--- src/rtl/pac_man_cmd_gen.sv ---
`default_nettype none
// ----------------------------------------------------------------------------
// pac_man_cmd_gen: pushbutton sync/debounce to one-hot move pulses with repeat
// Revision: 1.0
// ----------------------------------------------------------------------------
module pac_man_cmd_gen #(
  parameter int DEBOUNCE_CYCLES = 500000,
  parameter int REPEAT_DELAY    = 25000000,
  parameter int REPEAT_PERIOD   = 10000000
) (
  input  logic       i_clk,
  input  logic       i_rst_n,
  input  logic [3:0] i_key,
  input  logic       i_enable,
  output logic [3:0] o_command,
  output logic [3:0] o_held
);

  localparam int c_CW   = $clog2(DEBOUNCE_CYCLES + 1);
  localparam int c_TMAX = (REPEAT_DELAY > REPEAT_PERIOD) ? REPEAT_DELAY : REPEAT_PERIOD;
  localparam int c_TW   = $clog2(c_TMAX + 1);

  localparam logic [c_CW-1:0] c_CNT_LAST    = c_CW'(DEBOUNCE_CYCLES - 1);
  localparam logic [c_CW-1:0] c_CNT_ONE     = c_CW'(1);
  localparam logic [c_TW-1:0] c_DELAY_LOAD  = c_TW'(REPEAT_DELAY - 1);
  localparam logic [c_TW-1:0] c_PERIOD_LOAD = c_TW'(REPEAT_PERIOD - 1);
  localparam logic [c_TW-1:0] c_TMR_ONE     = c_TW'(1);

  localparam logic [1:0] c_IDLE   = 2'd0;
  localparam logic [1:0] c_DELAY  = 2'd1;
  localparam logic [1:0] c_REPEAT = 2'd2;

  logic [3:0] sync1_q, sync2_q;
  logic [3:0] key_lvl;
  logic [3:0] held;
  logic [3:0] sel;

  // Released state is 1, so reset parks the synchroniser at "not pressed".
  always_ff @(posedge i_clk) begin
    if (!i_rst_n) begin
      sync1_q <= 4'hF;
      sync2_q <= 4'hF;
    end else begin
      sync1_q <= i_key;
      sync2_q <= sync1_q;
    end
  end

  assign key_lvl = ~sync2_q;

  for (genvar k = 0; k < 4; k++) begin : g_key
    logic [c_CW-1:0] cnt_q, cnt_d;
    logic            held_q, held_d;

    always_comb begin
      cnt_d  = cnt_q;
      held_d = held_q;
      if (key_lvl[k] == held_q) begin
        cnt_d = '0;
      end else if (cnt_q == c_CNT_LAST) begin
        held_d = ~held_q;
        cnt_d  = '0;
      end else begin
        cnt_d = cnt_q + c_CNT_ONE;
      end
    end

    always_ff @(posedge i_clk) begin
      if (!i_rst_n) begin
        cnt_q  <= '0;
        held_q <= 1'b0;
      end else begin
        cnt_q  <= cnt_d;
        held_q <= held_d;
      end
    end

    assign held[k] = held_q;
  end

  assign o_held = held;

  // Fixed priority up > down > left > right keeps the command one-hot.
  always_comb begin
    sel = 4'b0000;
    if (held[0])      sel = 4'b0001;
    else if (held[1]) sel = 4'b0010;
    else if (held[2]) sel = 4'b0100;
    else if (held[3]) sel = 4'b1000;
  end

  logic [1:0]      state_q, state_d;
  logic [3:0]      cur_q, cur_d;
  logic [3:0]      cmd_q, cmd_d;
  logic [c_TW-1:0] timer_q, timer_d;

  always_comb begin
    state_d = state_q;
    cur_d   = cur_q;
    timer_d = timer_q;
    cmd_d   = 4'b0000;
    if (!i_enable) begin
      state_d = c_IDLE;
    end else begin
      case (state_q)
        c_IDLE: begin
          if (sel != 4'b0000) begin
            cmd_d   = sel;
            cur_d   = sel;
            timer_d = c_DELAY_LOAD;
            state_d = c_DELAY;
          end
        end
        c_DELAY, c_REPEAT: begin
          if (sel == 4'b0000) begin
            state_d = c_IDLE;
          end else if (sel != cur_q) begin
            cmd_d   = sel;
            cur_d   = sel;
            timer_d = c_DELAY_LOAD;
            state_d = c_DELAY;
          end else if (timer_q == '0) begin
            cmd_d   = cur_q;
            timer_d = c_PERIOD_LOAD;
            state_d = c_REPEAT;
          end else begin
            timer_d = timer_q - c_TMR_ONE;
          end
        end
        default: state_d = c_IDLE;
      endcase
    end
  end

  always_ff @(posedge i_clk) begin
    if (!i_rst_n) begin
      state_q <= c_IDLE;
      cur_q   <= 4'b0000;
      cmd_q   <= 4'b0000;
      timer_q <= '0;
    end else begin
      state_q <= state_d;
      cur_q   <= cur_d;
      cmd_q   <= cmd_d;
      timer_q <= timer_d;
    end
  end

  assign o_command = cmd_q;

endmodule
`default_nettype wire
--- config.mk ---
export PLATFORM = sky130hd
export DESIGN_NAME = pac_man_cmd_gen
export DESIGN_NICKNAME = d
export VERILOG_FILES = /design/src/rtl/pac_man_cmd_gen.sv
export SDC_FILE = /design/constraint.sdc
export NUM_CORES = 1
export LEC_CHECK = 0
export BUFFER_PORTS_ARGS = -buffer_cell sky130_fd_sc_hd__buf_4
export CORE_MARGIN = 5
export CORE_UTILIZATION = 55
export DETAILED_ROUTE_END_ITERATION = 8
export PLACE_DENSITY = 0.72
export SYNTH_ARGS = -nofsm -noshare
export SYNTH_HDL_FRONTEND = slang
export SYNTH_SLANG_ARGS = --single-unit
--- constraint.sdc ---
create_clock -name i_clk -period 7 [get_ports i_clk]
set_input_delay 0 -clock i_clk [delete_from_list [all_inputs] [get_ports i_clk]]
set_output_delay 0 -clock i_clk [all_outputs]
set_load 0.005 [all_outputs]
; Yosys cells after proc, flatten, opt, wreduce, memory -nomap -nowiden
; Cells that the tools add are included.
[totals]
elab_cells = 85
out_inout_bits = 8
input_bits = 7
ff_bits = 123
[op_classes]
n_mux = 23
bitwise_logic = 10
n_reduce_logical = 18
n_eq_ne = 15
n_addsub = 5
[op_table]
columns = operator, count
row1 = 25-bit 2-to-1 mux, 4
row2 = 19-bit by 1-bit adder with 19-bit output (second input constant), 4
row3 = 19-bit == test (second input constant), 4
row4 = 25-bit case mux with 2 select lines, 1
row5 = 4-bit 2-to-1 mux, 11
row6 = 25-bit zero test, 1
row7 = 25-bit by 1-bit subtractor with 25-bit output (second input constant), 1
row8 = 4-bit case mux with 2 select lines, 2
row9 = 2-bit AND reduction, 6
row10 = 3-bit OR reduction, 4
row11 = 1-bit NOT, 9
row12 = 2-bit 2-to-1 mux, 4
row13 = 2-bit inequality test (second input constant), 3
row14 = 5-bit AND reduction, 1
row15 = 1-bit == test, 4
row16 = 4-bit zero test, 1
row17 = 4-bit inequality test, 1
row18 = 4-bit inequality test (second input constant), 1
row19 = 4-bit NOT, 1
row20 = 2-bit case mux with 2 select lines, 1
row21 = 4-bit AND reduction, 1
row22 = 4-bit nonzero test, 1
row23 = 2-bit by 1-bit == test with 1-bit output (second input constant), 1
row24 = 2-bit == test (second input constant), 1
row25 = 3 further kinds, 3

; Longest topological paths before layout
; Gate-level depths: netlist of run 1.
[depth]
ltp_word = 8
ltp_mapped = 9
mapped_depth_nobuf = 8

; Worst setup path before layout of run 1
; OpenSTA, ideal clock, no wires.
[synth_path]
kind = register to register
startpoint = register timer_q[3]
endpoint = register state_q[1]
setup_ps = 116
n_path_buf = 2
t_arrival_ps = 2263
slack_ps = 4620
required_ps = 6884
synth_period_minus_slack_ps = 2380
stages_incl_launch_ff = 9
cell_sequence = dfxtp_1 or4_1 buf_2 or3_4 or3_4 nand2b_2 buf_6 o21ai_2 a41o_1
[synth_between]
elab_chain_len = 3
[synth_rtl]
columns = element, line
row1 = start: declaration, 95  ; logic [c_TW-1:0] timer_q, timer_d;
row2 = start signal: assignment, 145  ; timer_q <= timer_d;
row3 = 25-bit zero test, 122  ; end else if (timer_q == '0) begin
row4 = 4-bit inequality test (no line), -
row5 = 2-bit AND reduction (no line), -
row6 = end signal: assignment, 137  ; state_q <= c_IDLE;
row7 = end signal: assignment, 142  ; state_q <= state_d;
row8 = end: declaration, 92  ; logic [1:0] state_q, state_d;
; No other way between the ends.
; A chain may end at the register's enable or synchronous reset.

; Worst setup path in the final report of run 1
[layout_path]
startpoint = register g_key[0].held_q
endpoint = register timer_q[3]
[layout_between]
elab_chain_len = 5
elab_cells_between_ends = 10
cone_classes = eq/ne: 3 / mux: 4 / reduce/logical: 3
[layout_rtl]
columns = element, line
row1 = start: declaration, 53  ; logic held_q, held_d;
row2 = start signal: assignment, 74  ; held_q <= held_d;
row3 = 4-bit 2-to-1 mux (*), 86  ; if (held[0]) sel = 4'b0001;
row4 = 4-bit inequality test, 117  ; end else if (sel != cur_q) begin
row5 = 25-bit 2-to-1 mux, 117
row6 = 25-bit 2-to-1 mux, 115  ; if (sel == 4'b0000) begin
row7 = 25-bit case mux with 2 select lines, 105  ; case (state_q)
; Mark *: on every way between the ends. The rest lies on a longest branch, timed or not. The select of a mux whose other input is x is not followed.

==> results of run 1 <==
what timing repair did:
item                                   4_1_cts  5_1_grt
buffers inserted                             0        0
endpoints found under the hold margin       44        0
hold buffers                                10        0
cells by family (layout without fill, tap and decap cells):
kind of cell	after synthesis	after routing	synth area share [%]
AND/OR/NAND/NOR	319	319	28.5
flip-flops	123	123	44.0
AO/OA/AOI/OAI	80	80	9.61
XOR/XNOR	74	74	11.6
buffers and inverters	40	76	3.13
multiplexers	9	9	1.61
adder cells (fa/ha/maj)	7	7	1.56
worst max-delay path, cell delays in order, from the launching register on:
cell and delay (ns):
sky130_fd_sc_hd__dfxtp_1 0.41, sky130_fd_sc_hd__or4b_2 0.66, sky130_fd_sc_hd__o22ai_1 0.22, sky130_fd_sc_hd__o211ai_1 0.12, sky130_fd_sc_hd__buf_4 0.22, sky130_fd_sc_hd__nor2_1 0.28
sky130_fd_sc_hd__nand2_1 0.19, sky130_fd_sc_hd__o221a_2 0.36
per-stage QoR:
stage | power [mW] | cells
6_report | 1.64 | 821
5_1_grt | 1.70 | 821
4_1_cts | 1.66 | 821
3_5_place_dp | 0.737 | 779
3_3_place_gp | 0.736 | 779
2_1_floorplan | 0.730 | 652
path summary, 6_finish.rpt:
check	startpoint	end	depth (start not counted)
worst max-delay path	g_key[0].held_q$_SDFFE_PN0P_	timer_q[3]$_SDFFE_PN0P_	7
worst min-delay path	i_enable	state_q[1]$_SDFFE_PN0P_	3
worst max register to register	g_key[0].held_q$_SDFFE_PN0P_	timer_q[3]$_SDFFE_PN0P_	7
worst min register to register	sync1_q[3]$_SDFF_PN1_	sync2_q[3]$_SDFF_PN1_	1
synth_stat cells (8+ instances only):
library cell               number
sky130_fd_sc_hd__nand2_1       44
sky130_fd_sc_hd__nand3_1       38
sky130_fd_sc_hd__nand4_1       18
sky130_fd_sc_hd__nand2b_1      11
sky130_fd_sc_hd__mux2i_1        9
sky130_fd_sc_hd__and2_1         8
sky130_fd_sc_hd__dfxtp_1      123
sky130_fd_sc_hd__a21oi_1       14
sky130_fd_sc_hd__o21ai_0       21
sky130_fd_sc_hd__nor2b_1        8
sky130_fd_sc_hd__inv_1         18
sky130_fd_sc_hd__clkbuf_1      15
sky130_fd_sc_hd__xor2_1        45
sky130_fd_sc_hd__xnor2_1       29
sky130_fd_sc_hd__nor4_1        17
sky130_fd_sc_hd__a21boi_0       9
sky130_fd_sc_hd__nor2_1       115
sky130_fd_sc_hd__nor3_1        21
cells in the final DEF (no fill, tap or decap), types with 6 or more instances in the layout:
| cell | synthesis | layout |
|---|---|---|
| sky130_fd_sc_hd__nand2b_1 | 11 | 11 |
| sky130_fd_sc_hd__xor2_1 | 45 | 45 |
| sky130_fd_sc_hd__nand4_1 | 18 | 18 |
| sky130_fd_sc_hd__xnor2_1 | 29 | 29 |
| sky130_fd_sc_hd__a21boi_0 | 9 | 9 |
| sky130_fd_sc_hd__clkbuf_16 | 0 | 16 |
| sky130_fd_sc_hd__a21oi_1 | 14 | 14 |
| sky130_fd_sc_hd__o21ai_0 | 21 | 21 |
| sky130_fd_sc_hd__mux2i_1 | 9 | 9 |
| sky130_fd_sc_hd__and2_1 | 8 | 8 |
| sky130_fd_sc_hd__nor3_1 | 21 | 21 |
| sky130_fd_sc_hd__inv_1 | 18 | 18 |
| sky130_fd_sc_hd__nand2_1 | 44 | 44 |
| sky130_fd_sc_hd__nand3_1 | 38 | 38 |
| sky130_fd_sc_hd__nand3b_1 | 6 | 6 |
| sky130_fd_sc_hd__dlygate4sd3_1 | 0 | 10 |
| sky130_fd_sc_hd__o221a_2 | 6 | 6 |
| sky130_fd_sc_hd__nor2_1 | 115 | 115 |
| sky130_fd_sc_hd__nor2b_1 | 8 | 8 |
| sky130_fd_sc_hd__dfxtp_1 | 123 | 123 |
| sky130_fd_sc_hd__nor4_1 | 17 | 17 |
| sky130_fd_sc_hd__ha_1 | 7 | 7 |
| sky130_fd_sc_hd__buf_4 | 4 | 16 |
| sky130_fd_sc_hd__and3_1 | 7 | 7 |
area by class of cell:
type / count / share of cell area [%]
inverters: 18 / 1.04
well taps: 133 / 2.56
repair buffers: 26 / 3.38
flip-flops and latches: 123 / 37.8
multi-input cells: 489 / 45.5
clock inverters: 13 / 2.94
clock buffers: 19 / 6.79
report_power, final:
part	total [mW]	internal, mW	switching, mW
clock network	0.918	0.599	0.318
logic	0.0212	0.00982	0.0113
registers	0.705	0.703	0.00148
flip-flops by register name, indices dropped and copies added (netlist names):
| signal | cells |
|---|---|
| sync2_q | 4 |
| o_command | 4 |
| cur_q | 4 |
| g_key.held_q | 4 |
| state_q | 2 |
| sync1_q | 4 |
| timer_q | 25 |
| g_key.cnt_q | 76 |
metal layers:
layer  wire length (um)  vias to the layer above
li1                   -                     2318
met1               5090                     2114
met2               5200                       77
met3                476                       15
met4                195                        0
met5                  0                        -
==> impl_metrics.json, run 1 <==
{
  "cts.htree.levels": 4,
  "global_route.overflow_total": 0,
  "path_class": "flop to flop",
  "ff_latch_area_mm2": 0.00246,
  "worst_setup_path_start_kind": "flop",
  "grt_first_pass_wirelength_um": 19300,
  "outcome": "finished clean",
  "antenna_found_initial": 0,
  "edff_count_synth": 0,
  "drc_errors": 0,
  "p_per_area_mw_per_mm2": 252,
  "post_cts_resize_count": 0,
  "period_share_pct": 36.6,
  "clkTransAtPathRegs_ns": 0.06,
  "i_o_pins": 15,
  "setup_tns_ns": 0,
  "grt_util_met1_pct": 23.3,
  "fin_worst_hold_slack_ns": 0.311,
  "ys_warns": 0,
  "synth_largest_area_cell": "sky130_fd_sc_hd__dfxtp_1",
  "finalCriticalPeriod_ns": 2.56,
  "fin_area_mm2": 0.00651,
  "grt_setup_unrepaired": "false",
  "worstPathRequired_ns": 7.42,
  "post_synth.cell_area_avg_um2": 8.58,
  "core_area_mm2": 0.00986,
  "drt_pre_antenna_iters": 5,
  "detailed_place_hpwl_um": 7250,
  "tightestPinTransition_ns": 1.16,
  "cts_made_buffers": 17,
  "drive_gt1_share_pct": 9.30,
  "fillers": 812,
  "via_count_of_the_first_global_routing_pass": 4306,
  "finalHoldViolations": 0,
  "setup.reg_to_reg.worst_slack_ns": 4.44,
  "num_vias": 4524,
  "clock_tree.root_cell": "sky130_fd_sc_hd__clkbuf_8",
  "footprint_of_the_multi_input_gates_mm2": 0.00296,
  "ys.flop_type": "sky130_fd_sc_hd__dfxtp_1",
  "portBuffers": 14,
  "finalMaxSlewViolations": 0,
  "cp-end-kind": "flop",
  "final_gp_congestion": 0.881,
  "clockBufferDepth": 2,
  "post_synth_main_area_contributors": "sky130_fd_sc_hd__dfxtp_1 (44%), sky130_fd_sc_hd__nor2_1 (7.7%), sky130_fd_sc_hd__xor2_1 (7.0%)",
  "maxClockFrequency_ghz": 0.390,
  "die_height_um": 111,
  "grt-busiest-layer": "met2",
  "layout-area-overhead-vs-synth_pct": 16.3,
  "maxSlewHeadroom_pct": 22.5,
  "floorplan.die_area_mm2": 0.0123,
  "total_leakage_power_nw": 2.30,
  "drt-total-wl_um": 11000,
  "dp_worst_setup_slack_ns": 4.48,
  "final.setup.worst_slack_ns": 4.44,
  "ys_ff_latch": 123,
  "initial_utilization_pct": 56.7,
  "top_area_cell_type_share_of_the_netlist_area_pct": 44.0,
  "summed_instance_area_of_the_synthesized_netlist_mm2": 0.00560,
  "asyncSetResetFlopFracSynth_pct": 0,
  "synth.yosys.seq_area_share_pct": 44.0,
  "row_count": 36,
  "placed_cell_area_mm2": 0.00578,
  "drv.max_cap_violation_count": 0,
  "setup_viol_count_final": 0,
  "tritoncts_clock_tree": "built",
  "crit_fanout": 20,
  "hp-class": "input pin to flop",
  "grt_max_degree": 52,
  "postSynthCellCount": 652,
  "grt_util_all_layers_pct": 18.9,
  "postRouteAntennaNets": 0,
  "met2_usage_pct": 30.6,
  "latest_clock_arrival_within_the_worst_skew_pair_ns": 0.53,
  "syn-num-nets": 666,
  "timing.clock.skew_ns": 0.00705,
  "clkSinkCount": 123,
  "die_width_um": 111,
  "ys_types": 54,
  "detail_routed_net_length_per_standard_cell_um": 13.3,
  "initial_drt_markers": 357,
  "grt_util_met3_pct": 6.00,
  "final_nets": 689,
  "max-vdd-ir-drop_v": 0.000218,
  "antenna_cells": 0,
  "via_per_inst": 5.51,
  "timing.critical_path.arrival_ns": 2.98,
  "utilization_pct": 66.0
}
Power figures use the tool's default switching activity.
==> inputs of run 2 (changes only) <==
- PLACE_DENSITY: 0.72 -> 0.74
- clock period: 7 -> 2.1 ns (I/O delays scaled with it)
==> impl_metrics.json, run 2 (same netlist as run 1, synthesis figures left out) <==
{
  "i_o_pins": 15,
  "drt-total-wl_um": 12900,
  "setup_tns_ns": -1.61,
  "critical_path.max_stage_delay_ns": 0.55,
  "postRouteAntennaNets": 0,
  "fin_area_mm2": 0.00709,
  "num_vias": 4867,
  "power.share.clock_pct": 54.6,
  "cpMostUsedCell": "sky130_fd_sc_hd__or3_4",
  "antenna_cells": 0,
  "layout-area-overhead-vs-synth_pct": 26.6,
  "sw_frac_of_total_pct": 19.0,
  "crit_fanout": 4,
  "cp_slowest_cell": "sky130_fd_sc_hd__or4_4",
  "maxClockFrequency_ghz": 0.445,
  "via_count_of_the_first_global_routing_pass": 4724,
  "final_gp_congestion": 0.864,
  "tightestPinTransition_ns": 0.523,
  "setup_viol_count_final": 19,
  "cts.htree.levels": 4,
  "tritoncts_clock_tree": "built",
  "p_switching_mw": 1.02,
  "core_area_mm2": 0.00986,
  "global_route.overflow_total": 0,
  "finalMaxSlewViolations": 0,
  "p_per_area_mw_per_mm2": 754,
  "worst_setup_path_start_kind": "flop",
  "finalHoldViolations": 0,
  "drc_errors": 0,
  "antenna_found_initial": 0,
  "dp_worst_setup_slack_ns": -0.138,
  "clock_tree.root_cell": "sky130_fd_sc_hd__clkbuf_8",
  "final_nets": 744,
  "detail_routed_net_length_per_standard_cell_um": 14.8,
  "final_cell_mix": "sky130_fd_sc_hd__dfxtp_1 (119), sky130_fd_sc_hd__nor2_1 (111), sky130_fd_sc_hd__buf_4 (66), sky130_fd_sc_hd__xor2_1 (44), sky130_fd_sc_hd__nand2_1 (42)",
  "comb_power_share_pct": 1.4,
  "row_count": 36,
  "max-vdd-ir-drop_v": 0.000727,
  "reg_top3": "g_key.cnt_q x76, timer_q x25",
  "maxSlewHeadroom_pct": 64.9,
  "initial_drt_markers": 340,
  "hp-class": "input pin to flop",
  "cts_made_buffers": 17,
  "most_flop_heavy_register": "g_key.cnt_q",
  "outcome": "finished, violations left",
  "power.internal_mw": 4.33,
  "clkSinkCount": 123,
  "die_width_um": 111,
  "period_share_pct": 107,
  "timing.critical_path.arrival_ns": 2.70,
  "clkTransAtPathRegs_ns": 0.06,
  "final.setup.worst_slack_ns": -0.145,
  "layout_commonest_cell": "sky130_fd_sc_hd__dfxtp_1",
  "floorplan.die_area_mm2": 0.0123,
  "latest_clock_arrival_within_the_worst_skew_pair_ns": 0.52,
  "finalCriticalPeriod_ns": 2.25,
  "grt_first_pass_wirelength_um": 20900,
  "initial_utilization_pct": 56.7,
  "max_reg_flops": 76,
  "cp-end-kind": "flop",
  "total_leakage_power_nw": 2.63,
  "grt_util_all_layers_pct": 20.3,
  "grt_max_degree": 40,
  "grt_setup_unrepaired": "true",
  "timing.clock.skew_ns": 0.00473,
  "die_height_um": 111,
  "drive_gt1_share_pct": 19.3,
  "via_per_inst": 5.57,
  "drv.max_cap_violation_count": 0,
  "power.total_mw": 5.34,
  "seqPwrFrac_pct": 44.0,
  "detailed_place_hpwl_um": 8050,
  "violations": "setup timing",
  "utilization_pct": 71.9,
  "portBuffers": 14,
  "timing.critical_path.cells": "or4_4, or3_4, or3_4, nor4_4, buf_4, a22o_1",
  "path_class": "flop to flop",
  "drt_pre_antenna_iters": 5,
  "worstPathRequired_ns": 2.56,
  "setup.reg_to_reg.worst_slack_ns": -0.15,
  "placed_cell_area_mm2": 0.00615,
  "fillers": 721,
  "clockBufferDepth": 2
}
run 2: worst max-delay path: cells and delay by family (launching register included):
kind,cells,cell delay [ns]
simple gates,4,1.55
flops,1,0.32
buf+inv,1,0.17
compound gates,1,0.14
run 2: layout make-up:
type / count / area, um2 / area share, %
clock buffer: 23 / 487 / 6.87
clock inverter: 7 / 113 / 1.59
inverter: 18 / 67.6 / 0.953
multi-input combinational: 489 / 3130 / 44.2
sequential: 123 / 2470 / 34.8
tap: 133 / 166 / 2.35
timing repair buffer: 81 / 653 / 9.21
run 2: metrics by stage:
stage                     std cells  hold slack [ns]
after CTS                       870            0.202
after global routing            874            0.223
final                           874            0.219
after detailed placement        825            0.186
after global placement          825            0.186
after floorplan                 652            0.101
run 2: worst paths after layout:
kind | startpoint | endpoint | depth (start not counted)
worst max-delay path | timer_q[6]$_SDFFE_PN0P_ | o_command[2]$_SDFF_PN0_ | 6
worst min-delay path | i_key[0] | sync1_q[0]$_SDFF_PN1_ | 3
worst max register to register | timer_q[6]$_SDFFE_PN0P_ | o_command[2]$_SDFF_PN0_ | 6
worst min register to register | sync1_q[3]$_SDFF_PN1_ | sync2_q[3]$_SDFF_PN1_ | 1
run 2: power groups by stage:
stage / registers, mW / clock network [mW] / logic [mW]
after floorplan: 2.40 / 0 / 0.0363
after detailed placement: 2.40 / 0 / 0.0607
after CTS: 2.35 / 2.95 / 0.0747
final: 2.35 / 2.92 / 0.0766
after global placement: 2.40 / 0 / 0.0595
after global routing: 2.35 / 3.07 / 0.0842
run 2: what timing repair did:
item | 4_1_cts | 5_1_grt
hold buffers | 9 | 0
endpoints found under the setup margin | 27 | 33
hold endpoints to repair | 35 | 0
buffers inserted | 6 | 4
pin swaps | 5 | 23
gates resized for setup | 19 | 28
run 2: routing by layer:
layer  global-route usage (%)  wire length (um)
met1                     24.6              5690
met2                     34.5              6350
met3                     5.24               659
met4                     7.88               224
met5                        0                 0
==> inputs of run 3 (changes only) <==
- clock period: 2.1 -> 1.87 ns (I/O delays scaled with it)
==> impl_metrics.json, run 3 (same netlist as run 1, synthesis figures left out) <==
{
  "placedCellCount": 852,
  "drc_errors": 0,
  "initial_utilization_pct": 56.7,
  "i_o_pins": 15,
  "grt_setup_unrepaired": "true",
  "setup_tns_ns": -7.98,
  "grt_util_all_layers_pct": 22.3,
  "most_flop_heavy_register": "g_key.cnt_q",
  "core_area_mm2": 0.00986,
  "tritoncts_clock_tree": "built",
  "via_count_of_the_first_global_routing_pass": 5096,
  "via_per_inst": 5.50,
  "fillers": 659,
  "finalHoldViolations": 0,
  "drive_gt1_share_pct": 24.2,
  "worstHoldPathCells": 3,
  "max-vdd-ir-drop_v": 0.00117,
  "timing.clock.skew_ns": 0.00957,
  "cts_made_buffers": 17,
  "antenna_cells": 0,
  "layout_commonest_cell": "sky130_fd_sc_hd__dfxtp_1",
  "timing.critical_path.arrival_ns": 2.68,
  "row_count": 36,
  "postRouteAntennaNets": 0,
  "global_route.overflow_total": 0,
  "drt-total-wl_um": 13400,
  "timing.reg2reg.worst_path_depth": 6,
  "cp-end-kind": "flop",
  "cts.htree.levels": 4,
  "detailed_place_hpwl_um": 8530,
  "detail_routed_net_length_per_standard_cell_um": 14.9,
  "grt_first_pass_wirelength_um": 22800,
  "clkSinkCount": 123,
  "outcome": "finished, violations left",
  "clkTransAtPathRegs_ns": 0.06,
  "final.setup.worst_slack_ns": -0.335,
  "layout-area-overhead-vs-synth_pct": 33.0,
  "latest_clock_arrival_within_the_worst_skew_pair_ns": 0.53,
  "setup_viol_count_final": 35,
  "finalCriticalPeriod_ns": 2.20,
  "portBuffers": 14,
  "period_share_pct": 118,
  "num_vias": 4965,
  "finalMaxSlewViolations": 0,
  "path_class": "flop to flop",
  "drt_pre_antenna_iters": 5,
  "total_leakage_power_nw": 2.80,
  "initial_drt_markers": 330,
  "antenna_found_initial": 0,
  "max_reg_flops": 76,
  "dp_worst_setup_slack_ns": -0.318,
  "p_per_area_mw_per_mm2": 828,
  "die_height_um": 111,
  "tightestPinTransition_ns": 0.511,
  "crit_fanout": 4,
  "worstPathRequired_ns": 2.34,
  "final_cell_mix": "sky130_fd_sc_hd__dfxtp_1 (117), sky130_fd_sc_hd__nor2_1 (111), sky130_fd_sc_hd__buf_4 (89), sky130_fd_sc_hd__xor2_1 (44), sky130_fd_sc_hd__nand2_1 (42)",
  "hp-class": "input pin to flop",
  "clockBufferDepth": 2,
  "floorplan.die_area_mm2": 0.0123,
  "power.total_mw": 6.16,
  "instances_no_fill": 902,
  "die_width_um": 111,
  "worst_setup_path_start_kind": "flop",
  "maxSlewHeadroom_pct": 65.6,
  "final_nets": 770,
  "clock_tree.root_cell": "sky130_fd_sc_hd__clkbuf_8",
  "final_gp_congestion": 0.875,
  "drv.max_cap_violation_count": 0,
  "grt_max_degree": 28,
  "reg_top3": "g_key.cnt_q x76, timer_q x25",
  "maxClockFrequency_ghz": 0.454,
  "violations": "setup timing"
}
==> run 3: worst paths after layout <==
path | slack (ns) | to | start
min | 0.20 | sync1_q[0]$_SDFF_PN1_ | i_key[0]
max reg2reg | -0.33 | o_command[1]$_SDFF_PN0_ | timer_q[6]$_SDFFE_PN0P_
max | -0.33 | o_command[1]$_SDFF_PN0_ | timer_q[6]$_SDFFE_PN0P_
min reg2reg | 0.41 | sync2_q[1]$_SDFF_PN1_ | sync1_q[1]$_SDFF_PN1_
==> run 3: stage by stage <==
stage | util [%] | instance area, um2 | hold WS [ns]
floorplan | - | 5680 | 0.101
global placement | 64.9 | 6410 | 0.186
detailed placement | 64.9 | 6410 | 0.190
CTS | 74.0 | 7300 | 0.183
global route | 75.5 | 7440 | 0.220
finish | 75.5 | 7440 | 0.199
==> run 3: power breakdown <==
part / internal, mW / leakage [nW] / switching (mW)
clock: 2.26 / 0.300 / 1.17
combinational: 0.0440 / 1.51 / 0.0465
sequential: 2.63 / 0.996 / 0.00555
total: 4.94 / 2.80 / 1.22
==> run 3: layout make-up <==
type,count,area [um2],share of cell area [%]
repair buffers,107,881,11.8
multi-input cells,489,3230,43.4
clock inverters,11,166,2.24
flip-flops and latches,123,2470,33.2
inverters,18,67.6,0.908
clock buffers,21,459,6.17
well taps,133,166,2.24
==> run 3: worst max-delay path, cell delays in order (launching register included) <==
cell                      delay (ns)
sky130_fd_sc_hd__dfxtp_2        0.32
sky130_fd_sc_hd__or4_4          0.55
sky130_fd_sc_hd__or3_4          0.36
sky130_fd_sc_hd__or3_4          0.38
sky130_fd_sc_hd__nor4_2         0.22
sky130_fd_sc_hd__buf_4          0.17
sky130_fd_sc_hd__a22o_1         0.14
==> run 3: routing by layer <==
metal,GRT usage (%),vias to the layer above,routed length [um]
met4,10.3,0,305
li1,-,2475,-
met3,7.10,30,539
met1,25.5,2337,5840
met2,37.9,123,6740
met5,0,-,0
==> run 3: timing repair <==
item                       in CTS  in global routing
pin swaps                      19                 19
hold endpoints to repair       22                  0
resized for setup              38                 25
buffers inserted                4                  5
setup endpoints to repair      35                 74
hold buffers                    9                  0
